**src/rtl/inst_encoder_loader.sv**
```systemverilog
// Purpose : packs R/A-type instruction fields into 32-bit words and writes them to
//           consecutive instruction-memory addresses, one load session per start.
// Latency : one cycle from an accepted field transfer to the registered memory write.
// Backpressure: in_ready is high for the whole LOAD state and never depends on in_valid.
// Ports:
//   clk, rst                    clock and synchronous active-high reset
//   start, base_addr, num_insts session control, sampled only in IDLE
//   in_valid/in_ready, in_*     instruction field stream
//   mem_we, mem_addr, mem_wdata instruction-memory write port (registered)
//   busy, done, err_range       status: in LOAD, completion pulse, sticky address overflow
module inst_encoder_loader #(
   parameter int ADDR_W = 15,
   parameter int CNT_W  = 16
) (
   input  logic              clk,
   input  logic              rst,
   input  logic              start,
   input  logic [ADDR_W-1:0] base_addr,
   input  logic [CNT_W-1:0]  num_insts,
   input  logic              in_valid,
   output logic              in_ready,
   input  logic              in_fmt,
   input  logic [2:0]        in_opcode,
   input  logic [4:0]        in_reg0,
   input  logic [4:0]        in_reg1,
   input  logic [4:0]        in_reg2,
   input  logic [14:0]       in_addr,
   output logic              mem_we,
   output logic [ADDR_W-1:0] mem_addr,
   output logic [31:0]       mem_wdata,
   output logic              busy,
   output logic              done,
   output logic              err_range
);

   typedef enum logic [1:0] {
      S_IDLE = 2'd0,
      S_LOAD = 2'd1,
      S_DONE = 2'd2
   } state_t;

   localparam logic [ADDR_W-1:0] ADDR_ONE = {{(ADDR_W-1){1'b0}}, 1'b1};
   localparam logic [CNT_W-1:0]  CNT_ONE  = {{(CNT_W-1){1'b0}}, 1'b1};
   localparam logic [CNT_W-1:0]  CNT_ZERO = '0;

   state_t              r_state;
   state_t              w_next;
   logic [ADDR_W-1:0]   r_cur_addr;
   logic [CNT_W-1:0]    r_remaining;
   logic                r_err_range;
   logic                r_mem_we;
   logic [ADDR_W-1:0]   r_mem_addr;
   logic [31:0]         r_mem_wdata;

   logic                w_start_ok;
   logic                w_xfer;
   logic                w_last;
   logic                w_wrap;
   logic [31:0]         w_word;

   // Bit 14 belongs to reg2 (R-type) or addr (A-type); the format alone chooses.
   always_comb begin
      w_word = '0;
      if (in_fmt) begin
         w_word = {in_opcode, in_reg0, in_reg1, 4'b0000, in_addr};
      end else begin
         w_word = {in_opcode, in_reg0, in_reg1, in_reg2, 14'b0};
      end
   end

   // Next state; the status outputs decode straight from the state register.
   always_comb begin
      w_next     = r_state;
      w_start_ok = 1'b0;
      w_xfer     = 1'b0;
      w_last     = 1'b0;
      w_wrap     = 1'b0;
      in_ready   = 1'b0;
      busy       = 1'b0;
      done       = 1'b0;
      case (r_state)
         S_IDLE: begin
            if (start) begin
               w_start_ok = 1'b1;
               w_next     = (num_insts == CNT_ZERO) ? S_DONE : S_LOAD;
            end
         end
         S_LOAD: begin
            in_ready = 1'b1;
            busy     = 1'b1;
            w_xfer   = in_valid;
            w_last   = (r_remaining == CNT_ONE);
            // Top of the address space with more words pending: stop rather than wrap.
            w_wrap   = (&r_cur_addr) && (r_remaining > CNT_ONE);
            if (w_xfer && (w_last || w_wrap)) begin
               w_next = S_DONE;
            end
         end
         S_DONE: begin
            done   = 1'b1;
            w_next = S_IDLE;
         end
         default: begin
            w_next = S_IDLE;
         end
      endcase
   end

   always_ff @(posedge clk) begin
      if (rst) begin
         r_state     <= S_IDLE;
         r_cur_addr  <= '0;
         r_remaining <= '0;
         r_err_range <= 1'b0;
         r_mem_we    <= 1'b0;
         r_mem_addr  <= '0;
         r_mem_wdata <= '0;
      end else begin
         r_state  <= w_next;
         r_mem_we <= w_xfer;
         if (w_start_ok) begin
            r_cur_addr  <= base_addr;
            r_remaining <= num_insts;
            r_err_range <= 1'b0;
         end
         if (w_xfer) begin
            r_mem_addr  <= r_cur_addr;
            r_mem_wdata <= w_word;
            r_cur_addr  <= r_cur_addr + ADDR_ONE;
            r_remaining <= r_remaining - CNT_ONE;
            if (w_wrap) begin
               r_err_range <= 1'b1;
            end
         end
      end
   end

   assign mem_we    = r_mem_we;
   assign mem_addr  = r_mem_addr;
   assign mem_wdata = r_mem_wdata;
   assign err_range = r_err_range;

endmodule

```
**config.mk**
```make
export PLATFORM = sky130hd
export DESIGN_NAME = inst_encoder_loader
export DESIGN_NICKNAME = d
export VERILOG_FILES = /design/src/rtl/inst_encoder_loader.sv
export SDC_FILE = /design/constraint.sdc
export NUM_CORES = 1
export LEC_CHECK = 0
export ABC_AREA = 1
export ABC_CLOCK_PERIOD_IN_PS = 4600
export BUFFER_PORTS_ARGS = -buffer_cell sky130_fd_sc_hd__buf_2
export CAP_MARGIN = 0
export CORE_ASPECT_RATIO = 1.25
export CORE_UTILIZATION = 55
export DETAILED_ROUTE_END_ITERATION = 16
export GPL_TIMING_DRIVEN = 0
export PLACE_DENSITY = 0.85
export SLEW_MARGIN = 10
export SYNTH_ARGS = -nofsm -noshare
export SYNTH_HDL_FRONTEND = slang
export SYNTH_SLANG_ARGS = --single-unit
export TNS_END_PERCENT = 30
```
**constraint.sdc**
```tcl
create_clock -name clk -period 4.6 [get_ports clk]
set_clock_uncertainty 0.2 [all_clocks]
set_input_delay 0.23 -clock clk [delete_from_list [all_inputs] [get_ports clk]]
set_output_delay 0.23 -clock clk [all_outputs]
set_load 0.02 [all_outputs]
```
---- Word level (Yosys, flattened, before mapping) ----
Index checks and enable logic that the tools add are counted.
word-level totals
  register bits after elaboration ......... 82
  logic and storage cells ................. 41
  output and inout bits ................... 52
  input port bits ......................... 69
cells by class
  reductions and logical operators ........ 8
  add/subtract/negate cells ............... 2
  mux-type cells .......................... 18
  equality and inequality tests ........... 5
  $lt $le $gt $ge ......................... 1
operator list
  cell                     number
  $mux W16                 2
  $mux W15                 2
  $mux W19                 1
  $eq A16 B1 Y1 const B    1
  $gt A16 B1 Y1 const B    1
  $logic_not A16 Y1        1
  $sub A16 B1 Y16 const B  1
  $add A15 B1 Y15 const B  1
  $reduce_and A15 Y1       1
  $mux W1                  9
  $mux W2                  3
  $ne A2 B2 Y1 const B     2
  $pmux W2 S2              1
  $eq A2 B1 Y1 const B     1
  $eq A2 B2 Y1 const B     1
  $logic_and A1 B1 Y1      2
  $logic_not A2 Y1         1
  $reduce_and A2 Y1        1
  $reduce_bool A2 Y1       1
  $logic_or A1 B1 Y1       1

---- Depth between registers and ports, before layout ----
  word-level depth ........................ 6
  mapped depth ............................ 11
  mapped depth without buffers ............ 11

---- Worst setup path after synthesis ----
No wires, ideal clock.
  kind .................................... flip-flop to flip-flop
  from .................................... register r_remaining[0]
  to ...................................... register r_remaining[10]
  setup time .............................. 0.132 ns
  arrival ................................. 1.243 ns
  slack ................................... 3.025 ns
  required time ........................... 4.268 ns
  stages on the path, launching flop included .. 9
  path through ............................ dfxtp_1 -> inv_1 -> ha_1 -> nand2_1 -> nor2_1 -> inv_1 -> o21ai_0 -> a21o_1 -> a21oi_1
on the way
  longest elaborated chain between the ends .. 2
RTL lines
  item                      line  text
  start: declaration        49    logic [CNT_W-1:0] r_remaining;
  start signal: assignment  123   r_remaining <= num_insts;
  start signal: assignment  130   r_remaining <= r_remaining - CNT_ONE;
  $sub A16 B1 Y16           130
  $mux W16                  126   if (w_xfer) begin
No other way between the ends.
A chain may end at the register's enable or synchronous reset.

---- Final worst setup path ----
  from .................................... register r_state[1]
  to ...................................... register r_mem_wdata[14], in the netlist mem_wdata[14]
on the way
  longest elaborated chain between the ends .. 2
RTL lines
  item                      line  text
  start: declaration        46    state_t r_state;
  start signal: assignment  119   r_state <= w_next;
  $eq A2 B1 Y1              81    case (r_state)
  $mux W1                   81
  end signal: assignment    128   r_mem_wdata <= w_word;
  end: declaration          53    logic [31:0] r_mem_wdata;
No other way between the ends.

==> qor.csv <==
metric,value,unit
1st-iter DRT viols,498,
CTS tree,done,
Clock Latency Late Sink,0.36,ns
via count,4635,
"Seq/Total Area, Yosys",42.7,%
Crit. End Element,register,
critical path arrival,2.25,ns
slowest CP cell,dlygate4sd3_1,
clock transition at the registers of the reported paths,0.09,ns
TritonRoute pass-1 iters,5,
Die Ht,95.5,µm
final setup fails,0,
worst endpoint required time,4.71,ns
status,finished clean,
critical path type,reg -> reg,
first-pass GRT wire length,20600,µm
largest area contributor in the netlist,dfxtp_1,
core box area,0.00665,mm²
"commonest cells after routing, fill and taps aside","buf_2, nand2_1, nor2_1",
clock power share,30.9,%
Worst Path Max Fanout,10,
"reg-to-reg slack, setup",2.47,ns
hold-fix buffer count after cts,44,
Final Max Tran Viols,0,
antenna violations before repair,0,
H-tree levels,3,
Synth Area in XOR/XNOR,0.228,%
GP Congestion,0.921,
GR Overflow Total,0,
crit-path max cell delay,0.56,ns
Synth top area share,42.7,%
largest family of logic cells by synthesized area,simple AND/OR/NAND/NOR gates,
clock sink total,82,
unrepaired setup endpoints after global routing,false,
Initial Utilization,57.9,%
Pwr Density,338,mW/mm²
Total Wirelength,13100,µm
"commonest non-fill, non-tap cell in the layout",buf_2,
area delta synth->final,34.9,%
global-route usage over all layers,36.1,%
post-synthesis simple-gate area fraction,29.3,%
CP startpoint kind,register,
pin count of the biggest net entering global routing,15,
Post-CTS Resized,0,
most frequent CP cell,buf_4,
cell internal pwr,0.00118,W
Non-Filler Instances,825,
synthesized instance count,560,
Syn Area/Cell,6.87,µm²
yosys warns,0,
Leak,2.42,nW
final period utilization,46.4,%
Mapped Area,0.00385,mm²
root buffer cell,clkbuf_8,
post-route DRC violation count,0,
setup_tns,0,ns
"FF+latch count, synth",82,
CTS max path bufs,2,
Max Freq,469,MHz
fin crit period,2.13,ns
sequential share of power,46.0,%
vias in the first global route,4466,
cell count after placement,765,
hpwl dp,8360,µm
post-synthesis compound-gate area fraction,18.6,%
diode count,0,
syn_nets,632,
layout cell share with drive strength beyond 1,22.8,%
top area cells in the synthesized netlist,"dfxtp_1, nand2_1, nor2_1",
family with the most delay on the worst path,buffers and inverters,
remaining antenna violation count after routing,0,
Maximum Capacitance Violations,0,
final hold viol count,0,
Switching Share,32.5,%
crit path cell chain,inv_1 > nand2_1 > nor2_1 > buf_4 > buf_4 > o21ai_0 > a31oi_1 > dlygate4sd3_1,
Max rail drop VDD,253,µV
combinational fraction of design power,23.0,%
row count,33,
Post-Synth Adder-Cell Area,0.975,%
io pins,121,
WL per Instance,15.9,µm
Rel. slew slack,61.6,%
IO buf count,118,
Sw Pwr,0.000571,W
die area,0.00734,mm²
worst path bufs/invs,4,
Slew @ Worst Pin,0.571,ns
Final nets,805,
multiplexer share of the synthesized area,0,%
routed vias/inst,5.62,
die span in x,76.8,µm
Netlist cell types,34,
CTS Buf Count,9,
postcts setup bufs,0,
Min-Delay Path Class,in -> reg,
[power by group through the flow]
stage / clock network (W) / logic, W / registers, W
detailed placement: 0 / 0.000359 / 0.000821
CTS: 0.000542 / 0.000391 / 0.000805
floorplan: 0 / 0.000214 / 0.000839
global route: 0.000566 / 0.000441 / 0.000813
finish: 0.000543 / 0.000404 / 0.000808
global placement: 0 / 0.000350 / 0.000818
[per-stage QoR]
| stage | worst slack (ns) | util (%) | area, µm² | hold WS, ns | total power [W] |
|---|---|---|---|---|---|
| after global placement | 2.80 | 68.4 | 4550 | 0.249 | 0.00117 |
| after global routing | 2.35 | 78.1 | 5190 | 0.0125 | 0.00182 |
| final | 2.47 | 78.1 | 5190 | 0.00299 | 0.00175 |
| after floorplan | 3.02 | - | 3850 | 0.165 | 0.00105 |
| after CTS | 2.49 | 78.1 | 5190 | 0.00173 | 0.00174 |
| after detailed placement | 2.75 | 68.4 | 4550 | 0.252 | 0.00118 |
[metal layers]
metal	track usage (%)	share of wire, %	vias to the layer above
li1	-	-	2195
met1	39.3	38	2150
met2	67.9	52	242
met3	4.88	6.6	48
met4	19.4	3.3	0
met5	0	0	-
[final cells by class]
type / instances / area [µm²]
Tap cell: 87 / 109
Fill cell: 511 / 1460
Sequential cell: 82 / 1640
Timing Repair Buffer: 162 / 1030
Clock inverter: 5 / 62.6
Multi-Input combinational cell: 406 / 1890
Clock buffer: 11 / 141
Inverter: 39 / 146
Buffer: 33 / 171
[cell families (layout without fill, tap and decap cells)]
family                     Yosys count  in the layout
xor gates and xnor gates             1              1
DFF                                 82             82
and+or+nand+nor                    270            270
buffers and inverters               72            250
adders and majority gates            3              3
AOI/OAI and AO/OA                  132            132
[state kept, by name, indices dropped and copies added, names as in the netlist]
name,cells
err_range,1
r_state,2
r_remaining,16
mem_we,1
mem_wdata,32
mem_addr,15
r_cur_addr,15
[cell usage after synthesis]
library cell / number
nor2_1: 89
a221oi_1: 1
or2_2: 1
o21ai_0: 51
ha_1: 3
a211oi_1: 3
nand4_1: 7
o21ai_1: 3
nor3_1: 3
o22ai_1: 1
nand2_1: 114
o21bai_1: 1
o21a_1: 1
a21o_1: 1
o31ai_1: 1
nand3_1: 41
inv_1: 35
nand3b_1: 2
o211ai_1: 7
buf_4: 6
a21oi_1: 53
nor4_1: 2
buf_2: 14
a31oi_1: 8
and3_1: 1
nor2_2: 5
xnor2_1: 1
or2_0: 1
buf_6: 1
inv_2: 4
o221ai_1: 1
dfxtp_1: 82
nand2_2: 4
clkbuf_1: 12
[worst min-delay path, stage by stage]
cell,delay [ns]
buf_2,0.08
o21ai_0,0.08
a21oi_1,0.14
[path summary, 6_finish.rpt]
check	from	to	cells past startpoint
max	r_state[1]$_SDFFE_PP0P_	mem_wdata[14]$_SDFFE_PP0P_	8
min	base_addr[3]	r_cur_addr[3]$_SDFFE_PP0P_	3
max reg2reg	r_state[1]$_SDFFE_PP0P_	mem_wdata[14]$_SDFFE_PP0P_	8
min reg2reg	mem_addr[4]$_SDFFE_PP0P_	mem_addr[4]$_SDFFE_PP0P_	2
Note: power is estimated with default switching activity, not from simulation.
